<file path="src/rtl/cmp_pkg.sv">
// Shared types for the bit-serial magnitude comparator: FSM states,
// the running relation between the two operands, and the mapping from
// a relation to the one-hot result flags.
package cmp_pkg;

    typedef enum logic [1:0] {S_IDLE, S_SHIFT, S_DONE} cmp_state_t;

    typedef enum logic [1:0] {REL_EQ, REL_GT, REL_LT} cmp_rel_t;

    // Returns {agtb, aeqb, altb}; the unused encoding reads as equal so the
    // flags stay one-hot whatever the relation register holds.
    function automatic logic [2:0] rel_to_flags(input cmp_rel_t rel);
        case (rel)
            REL_GT:  return 3'b100;
            REL_LT:  return 3'b001;
            default: return 3'b010;
        endcase
    endfunction

endpackage

</file>
<file path="src/rtl/bit_cmp_cell.sv">
// Next-relation function for one accepted bit pair. MSB-first streams
// freeze on the first difference; LSB-first streams let every later
// difference overwrite, so the most significant differing bit wins.
module bit_cmp_cell
    import cmp_pkg::*;
#(
    parameter int MSB_FIRST = 1
) (
    input  cmp_rel_t cur_rel,
    input  logic     a_bit,
    input  logic     b_bit,
    output cmp_rel_t nxt_rel
);

    // Update the relation only when the bits differ and the stream order allows it
    always_comb begin
        nxt_rel = cur_rel;
        if ((a_bit ^ b_bit) && ((MSB_FIRST == 0) || (cur_rel == REL_EQ))) begin
            nxt_rel = a_bit ? REL_GT : REL_LT;
        end
    end

endmodule

</file>
<file path="src/rtl/serial_mag_cmp.sv">
// Bit-serial unsigned magnitude comparator. Operands stream in one bit
// pair per valid beat; after W beats a one-cycle done pulse marks the
// freshly registered agtb/aeqb/altb, which then hold until the final
// beat of the next comparison.
module serial_mag_cmp
    import cmp_pkg::*;
#(
    parameter int W         = 8,
    parameter int MSB_FIRST = 1
) (
    input  logic clk,
    input  logic reset,
    input  logic start,
    input  logic bit_valid,
    input  logic a_bit,
    input  logic b_bit,
    output logic busy,
    output logic done,
    output logic agtb,
    output logic aeqb,
    output logic altb
);

    localparam int            CW       = $clog2(W + 1);
    localparam logic [CW-1:0] LAST_CNT = CW'(W - 1);

    cmp_state_t    state;
    cmp_state_t    state_nxt;
    cmp_rel_t      rel;
    cmp_rel_t      rel_nxt;
    logic [CW-1:0] cnt;
    logic          launch;
    logic          beat;
    logic          last_beat;

    bit_cmp_cell #(
        .MSB_FIRST(MSB_FIRST)
    ) u_cell (
        .cur_rel(rel),
        .a_bit  (a_bit),
        .b_bit  (b_bit),
        .nxt_rel(rel_nxt)
    );

    assign busy = (state == S_SHIFT);
    assign done = (state == S_DONE);

    // Next-state decode plus the launch/beat strobes that steer the datapath
    always_comb begin
        state_nxt = state;
        launch    = 1'b0;
        beat      = 1'b0;
        last_beat = 1'b0;
        case (state)
            S_IDLE: begin
                if (start) begin
                    launch    = 1'b1;
                    state_nxt = S_SHIFT;
                end
            end
            S_SHIFT: begin
                if (bit_valid) begin
                    beat = 1'b1;
                    if (cnt == LAST_CNT) begin
                        last_beat = 1'b1;
                        state_nxt = S_DONE;
                    end
                end
            end
            S_DONE: begin
                if (start) begin
                    launch    = 1'b1;
                    state_nxt = S_SHIFT;
                end else begin
                    state_nxt = S_IDLE;
                end
            end
            default: state_nxt = S_IDLE;
        endcase
    end

    // State register
    always_ff @(posedge clk) begin
        if (reset) begin
            state <= S_IDLE;
        end else begin
            state <= state_nxt;
        end
    end

    // Beat counter and running relation; a launch always starts from equal
    always_ff @(posedge clk) begin
        if (reset) begin
            cnt <= '0;
            rel <= REL_EQ;
        end else if (launch) begin
            cnt <= '0;
            rel <= REL_EQ;
        end else if (beat) begin
            rel <= rel_nxt;
            cnt <= last_beat ? '0 : cnt + CW'(1);
        end
    end

    // Result flags capture the final relation on the last beat and otherwise hold
    always_ff @(posedge clk) begin
        if (reset) begin
            {agtb, aeqb, altb} <= 3'b000;
        end else if (last_beat) begin
            {agtb, aeqb, altb} <= rel_to_flags(rel_nxt);
        end
    end

endmodule

</file>
<file path="config.mk">
export PLATFORM = sky130hd
export DESIGN_NAME = serial_mag_cmp
export DESIGN_NICKNAME = d
export VERILOG_FILES = /design/src/rtl/cmp_pkg.sv /design/src/rtl/bit_cmp_cell.sv /design/src/rtl/serial_mag_cmp.sv
export SDC_FILE = /design/constraint.sdc
export NUM_CORES = 1
export LEC_CHECK = 0
export ABC_AREA = 1
export BUFFER_PORTS_ARGS = -buffer_cell sky130_fd_sc_hd__buf_2
export CORE_AREA = 2 2 42 44
export CTS_BUF_LIST = sky130_fd_sc_hd__clkbuf_8 sky130_fd_sc_hd__clkbuf_16
export CTS_CLUSTER_DIAMETER = 50
export DETAILED_ROUTE_END_ITERATION = 6
export DIE_AREA = 0 0 44 46
export SETUP_SLACK_MARGIN = 0.4
export SYNTH_ARGS = -nofsm -noshare
export SYNTH_HDL_FRONTEND = slang
export SYNTH_SLANG_ARGS = --single-unit
</file>
<file path="constraint.sdc">
create_clock -name clk -period 1.88 [get_ports clk]
set_clock_uncertainty 0.15 [all_clocks]
set_input_delay 0.188 -clock clk [delete_from_list [all_inputs] [get_ports clk]]
set_output_delay 0.188 -clock clk [all_outputs]
set_load 0.01 [all_outputs]
</file>
-- Word-level counts from Yosys, hierarchy flattened
Cells that the tools add are included.
W data, S select, Z words.
- eq/ne operators: 8
- add/sub/neg operators: 1
- muxes and demuxes: 16
- reductions and logical operators: 6
- bitwise logic cells: 1
- operator list (kind ; number):
    $mux W2 ; 5
    $mux W1 ; 8
    $pmux W2 S3 ; 1
    $pmux W3 S2 ; 1
    $add A4 B1 Y4 const B ; 1
    $eq A2 B1 Y1 const B ; 2
    $eq A2 B2 Y1 const B ; 2
    $eq A4 B3 Y1 const B ; 1
    $logic_not A2 Y1 ; 2
    $mux W4 ; 1
    $ne A2 B2 Y1 const B ; 2
    $reduce_or A2 Y1 ; 2
    $reduce_and A3 Y1 ; 1
    $ne A2 B1 Y1 const B ; 1
    $logic_and A1 B1 Y1 ; 1
    $xor A1 B1 Y1 ; 1
- output and inout port bits: 5
- register bits: 11
- logic and storage cells: 38
- input port bits: 6

-- Logic depth before layout (Yosys ltp)
- depth in word-level cells: 5
- depth in mapped cells: 9
- depth with buffers taken out: 9

-- By module
A second synthesis with hierarchy kept.
- cells, all modules: 85
- area total of the unflattened synthesis: 604.3 µm²
- by module, submodules not included (module ; area an instance (µm²) ; sequential area each (µm²) ; cells an instance ; instances):
    serial_mag_cmp ; 571.8 ; 220.2 ; 77 ; 1
    bit_cmp_cell ; 32.5 ; 0.0 ; 8 ; 1

-- Worst setup path after synthesis
Ideal clock, no wire load.
- kind: flip-flop to flip-flop
- start point: register rel[0]
- end point: register aeqb
- path slack: 581 ps
- path buffers: 0
- library setup time: 113 ps
- period minus slack after synthesis: 1299 ps
- data required time: 1617 ps
- arrival time: 1036 ps
- cell stages (with the launch flop): 9
- cells stage by stage: dfxtp_1 > nor2_1 > a21oi_1 > inv_1 > ha_1 > inv_1 > nand2_1 > nand2_1 > nor2_1
- cells in the longest elaborated chain, start to end: 5
- elaborated cells on any way between the ends: 6
- classes of those cells: 2 x eq/ne; 2 x mux; 2 x reduce/logical
- RTL lines (what ; line ; source):
    start: declaration ; serial_mag_cmp.sv:29 ; cmp_rel_t rel;
    start signal: assignment ; serial_mag_cmp.sv:100 ; rel <= rel_nxt;
    $logic_not A2 Y1 * ; bit_cmp_cell.sv:18 ; if ((a_bit ^ b_bit) && ((MSB_FIRST == 0) || (cur_rel == REL_EQ))) begin
    $logic_and A1 B1 Y1 * ; bit_cmp_cell.sv:18 ;
    $mux W2 * ; bit_cmp_cell.sv:18 ;
    via rel_nxt[1] ; serial_mag_cmp.sv:30 ; cmp_rel_t rel_nxt;
    $eq A2 B2 Y1 or $eq A2 B1 Y1 (tied branches) ; cmp_pkg.sv:13 ; case (rel)
    $pmux W3 S2 * ; cmp_pkg.sv:13 ;
    end signal: assignment ; serial_mag_cmp.sv:110 ; {agtb, aeqb, altb} <= rel_to_flags(rel_nxt);
    end: declaration ; serial_mag_cmp.sv:20 ; output logic aeqb,
Mark *: on every way through the listed nets, which the timed path passes. The rest lies on a longest branch.
A chain may end at the register's enable or synchronous reset.

-- Worst setup path in the final report
- start point: register cnt[0]
- end point: register cnt[3]
- cells in the longest elaborated chain, start to end: 5
- elaborated cells on any way between the ends: 6
- classes of those cells: 1 x add/sub; 1 x eq/ne; 4 x mux
- RTL lines (what ; line ; source):
    start: declaration ; serial_mag_cmp.sv:31 ; logic [CW-1:0] cnt;
    start signal: assignment ; serial_mag_cmp.sv:101 ; cnt <= last_beat ? '0 : cnt + CW'(1);
    $eq A4 B3 Y1 ; serial_mag_cmp.sv:64 ; if (cnt == LAST_CNT) begin
    $mux W1 ; serial_mag_cmp.sv:64 ;
    $mux W1 ; serial_mag_cmp.sv:62 ; if (bit_valid) begin
    $mux W1 ; serial_mag_cmp.sv:54 ; case (state)
    $mux W4 * ; serial_mag_cmp.sv:101 ;
Every way passes the cells marked *; elsewhere a longest branch is shown, timed or not.

==> results by group <==
Drt
  – Top metal layer carrying routed signals: met3
  – Routed wire length on met3: between 50 and 60 um
  – Total number of vias: 506
  – Aggregate routed wire length: between 1 and 1.5 mm
  – WL/cell: roughly 9.1 um
  – DRC violation total after the first TritonRoute iteration: 3
  – Post-route met1 wirelength: between 400 and 500 um
  – Average via count per standard cell: 4.48
  – Router iterations before antenna repair: 4
  – Detail Route met2 WL: around 500 um
  – Antenna Violating Nets Remaining: 0
  – DRC viols: 0

Timing
  – Setup repair after global routing missed its margin: no
  – Actual transition at the worst max-transition pin: approximately 0.21 ns
  – Clock period minus worst slack: 1.35 ns
  – Fin. Hold Viols: 0
  – Worst hold margin: 0.0897 ns
  – Relative max-transition margin: 0.859
  – Final period utilization: 0.717
  – Final Slew Violations: 0
  – Achievable frequency: 0.742 GHz
  – Setup TNS after final layout: 0 ns
  – Number of setup violations in the final report: 0

Die
  – Floorplan core area: approximately 1600 um2
  – Die Wd: about 44 um
  – Row cnt: 15
  – Initial Utilization: 0.347
  – Vertical die dimension: around 46 um
  – IO Pins: 11
  – Die area: 2020 um2

Critical path
  – Cells traversed along the worst timing path: ha_1, nand3_1, nor2_8, inv_2, nand2_1, nor2_1
  – CP Class: register to register
  – Type of origin of the critical path: register
  – Worst-path maximum fanout: 7
  – Worst endpoint data arrival time: between 1 and 1.5 ns
  – Kind of cell adding the most delay to the critical path: simple AND/OR/NAND/NOR gates
  – Worst path buffer plus inverter count: 1
  – Delay of the slowest cell on the worst path: 0.36 ns
  – Cell at the slowest stage of the critical path: sky130_fd_sc_hd__dfxtp_1
  – Kind of end point of the critical path: register
  – Crit path required time: 1.86 ns

CTS
  – CTS H-tree depth: 1
  – CTS Root Cell: sky130_fd_sc_hd__clkbuf_8
  – Clock tree from TritonCTS: done
  – Number of sinks on the clock net: 11
  – Latest clock arrival within the worst-skew pair: about 0.23 ns
  – Clock-pin slew on the worst setup and hold paths: about 0.05 ns
  – Number of post-CTS setup repair buffers: 0
  – Number of buffers created by CTS: 3
  – Number of buffers between clock root and the deepest sink: 2

Power
  – Final total power: ~0.52 mW
  – Switching power: 0.119 mW
  – Internal power of the cells: 0.401 mW
  – IR Drop Worst-Case VDD: between 0.0003 and 0.0004 V
  – Cell leakage power: approximately 0.36 nW
  – Switching fraction of total power: 0.230
  – Combinational Power Share: 0.088
  – Share of power burned in the clock network: 0.449
  – Sequential power share: 0.463
  – Pwr Density: about 750 nW/um2

GRT
  – Via count of the first global-routing pass: roughly 470
  – GR Util All Layers: 0.123
  – Remaining Overflow, GRT: 0
  – Initial antenna violation count: 0
  – Global-route wire length before repair: between 1.5 and 2 mm
  – Largest net degree at the start of global routing: 9

Yosys
  – Synthesized Nets: 90
  – Flop and latch count out of synthesis: 11
  – Number of instances in the synthesized netlist: slightly above 80
  – Count of warnings emitted by yosys: 0
  – Cell area after synthesis: approximately 560 um2
  – Seq/Total Area, Yosys: 0.393
  – Post-synthesis cell type count: 14
  – Mean cell area of the mapped netlist: between 6 and 7 um2

Layout
  – Most frequent cells in the layout: sky130_fd_sc_hd__nand2_1, sky130_fd_sc_hd__nor2_1, sky130_fd_sc_hd__inv_1
  – End-of-flow core utilization: 0.429
  – Net count reported at finish: 106
  – Ratio of cells with drive above 1 in the final layout: 0.208
  – Leading cell type in the layout, fill and taps excluded: sky130_fd_sc_hd__nand2_1
  – Growth of design area from synthesis to finish: 23.7%
  – Fill cell total of the finished layout: 182
  – Number of antenna cells inserted: 0

Min path
  – Worst min-delay path category: input pin to register

Placed design
  – Number of buffers added on ports: 10
  – Final weighted congestion in routability-driven placement: between 0.7 and 0.8
  – Final HPWL DP: 806 um

Status
  – Status: finished, final reports clean

Run
  – Max_cap viols: 0
[Yosys cell counts (all sizes together)]
cell type,number,area [um2]
xor2,1,8.76
nor2,17,80.1
ha,3,37.5
o21ai,4,20.0
inv,17,63.8
nand3,3,27.5
nand2,20,75.1
nand3b,1,7.51
a21oi,3,15.0
nor3,1,5.00
dfxtp,11,220
[layer usage]
metal	up-vias	global-route usage
met5	-	0
met1	220	0.138
met4	0	0.0727
met3	0	0.0357
met2	13	0.206
li1	273	-
[sequential cells by signal (all words and copies together), names as in the netlist]
| signal | flops |
|---|---|
| altb | 1 |
| state | 2 |
| aeqb | 1 |
| cnt | 4 |
| rel | 2 |
| agtb | 1 |
[power groups by stage]
stage / sequential, mW / combinational (mW) / clock, mW
after floorplan: 0.245 / 0.0294 / 0
after global placement: 0.245 / 0.0432 / 0
after detailed placement: 0.246 / 0.0436 / 0
after CTS: 0.241 / 0.0454 / 0.239
after global routing: 0.241 / 0.0533 / 0.255
final: 0.241 / 0.0458 / 0.233
[layout make-up]
| type | instances | area [um2] | share of cell area |
|---|---|---|---|
| clock inverters | 1 | 5.00 | 0.00722 |
| flip-flops and latches | 11 | 221 | 0.319 |
| inverters | 17 | 63.8 | 0.0921 |
| well taps | 17 | 21.3 | 0.0307 |
| multi-input cells | 53 | 280 | 0.404 |
| clock buffers | 3 | 41.3 | 0.0596 |
| repair buffers | 11 | 60.1 | 0.0866 |
[final timing paths]
path	slack [ns]	endpoint	cells past startpoint	start
worst max-delay path	0.53	cnt[3]	6	cnt[0]
worst min-delay path	0.09	state[0]	3	start
worst max register to register	0.53	cnt[3]	6	cnt[0]
worst min register to register	0.33	aeqb	2	aeqb
[what timing repair did]
| item | in CTS | in global routing |
|---|---|---|
| gates resized for setup | 0 | 2 |
| endpoints found under the hold margin | 2 | 0 |
| endpoints found under the setup margin | 0 | 1 |
| hold buffers | 1 | 0 |
[tightest hold or removal path: stages]
cell and delay, ns:
sky130_fd_sc_hd__buf_2 0.10, sky130_fd_sc_hd__nand2_1 0.08, sky130_fd_sc_hd__a21oi_1 0.06
[logic make-up after synthesis]
logic type | share of synthesized area
AND/OR/NAND/NOR | 0.348
buffers and inverters | 0.114
flip-flops | 0.393
AO/OA/AOI/OAI | 0.0625
adder cells (fa/ha/maj) | 0.0670
XOR/XNOR | 0.0156
[through the flow]
step           cell area, um2  setup slack (ns)  cells
2_1_floorplan             561             0.581     81
3_3_place_gp              632             0.460    108
3_5_place_dp              632             0.466    108
4_1_cts                   688             0.449    113
5_1_grt                   693             0.419    113
6_report                  693             0.533    113
Power figures use the tool's default switching activity.
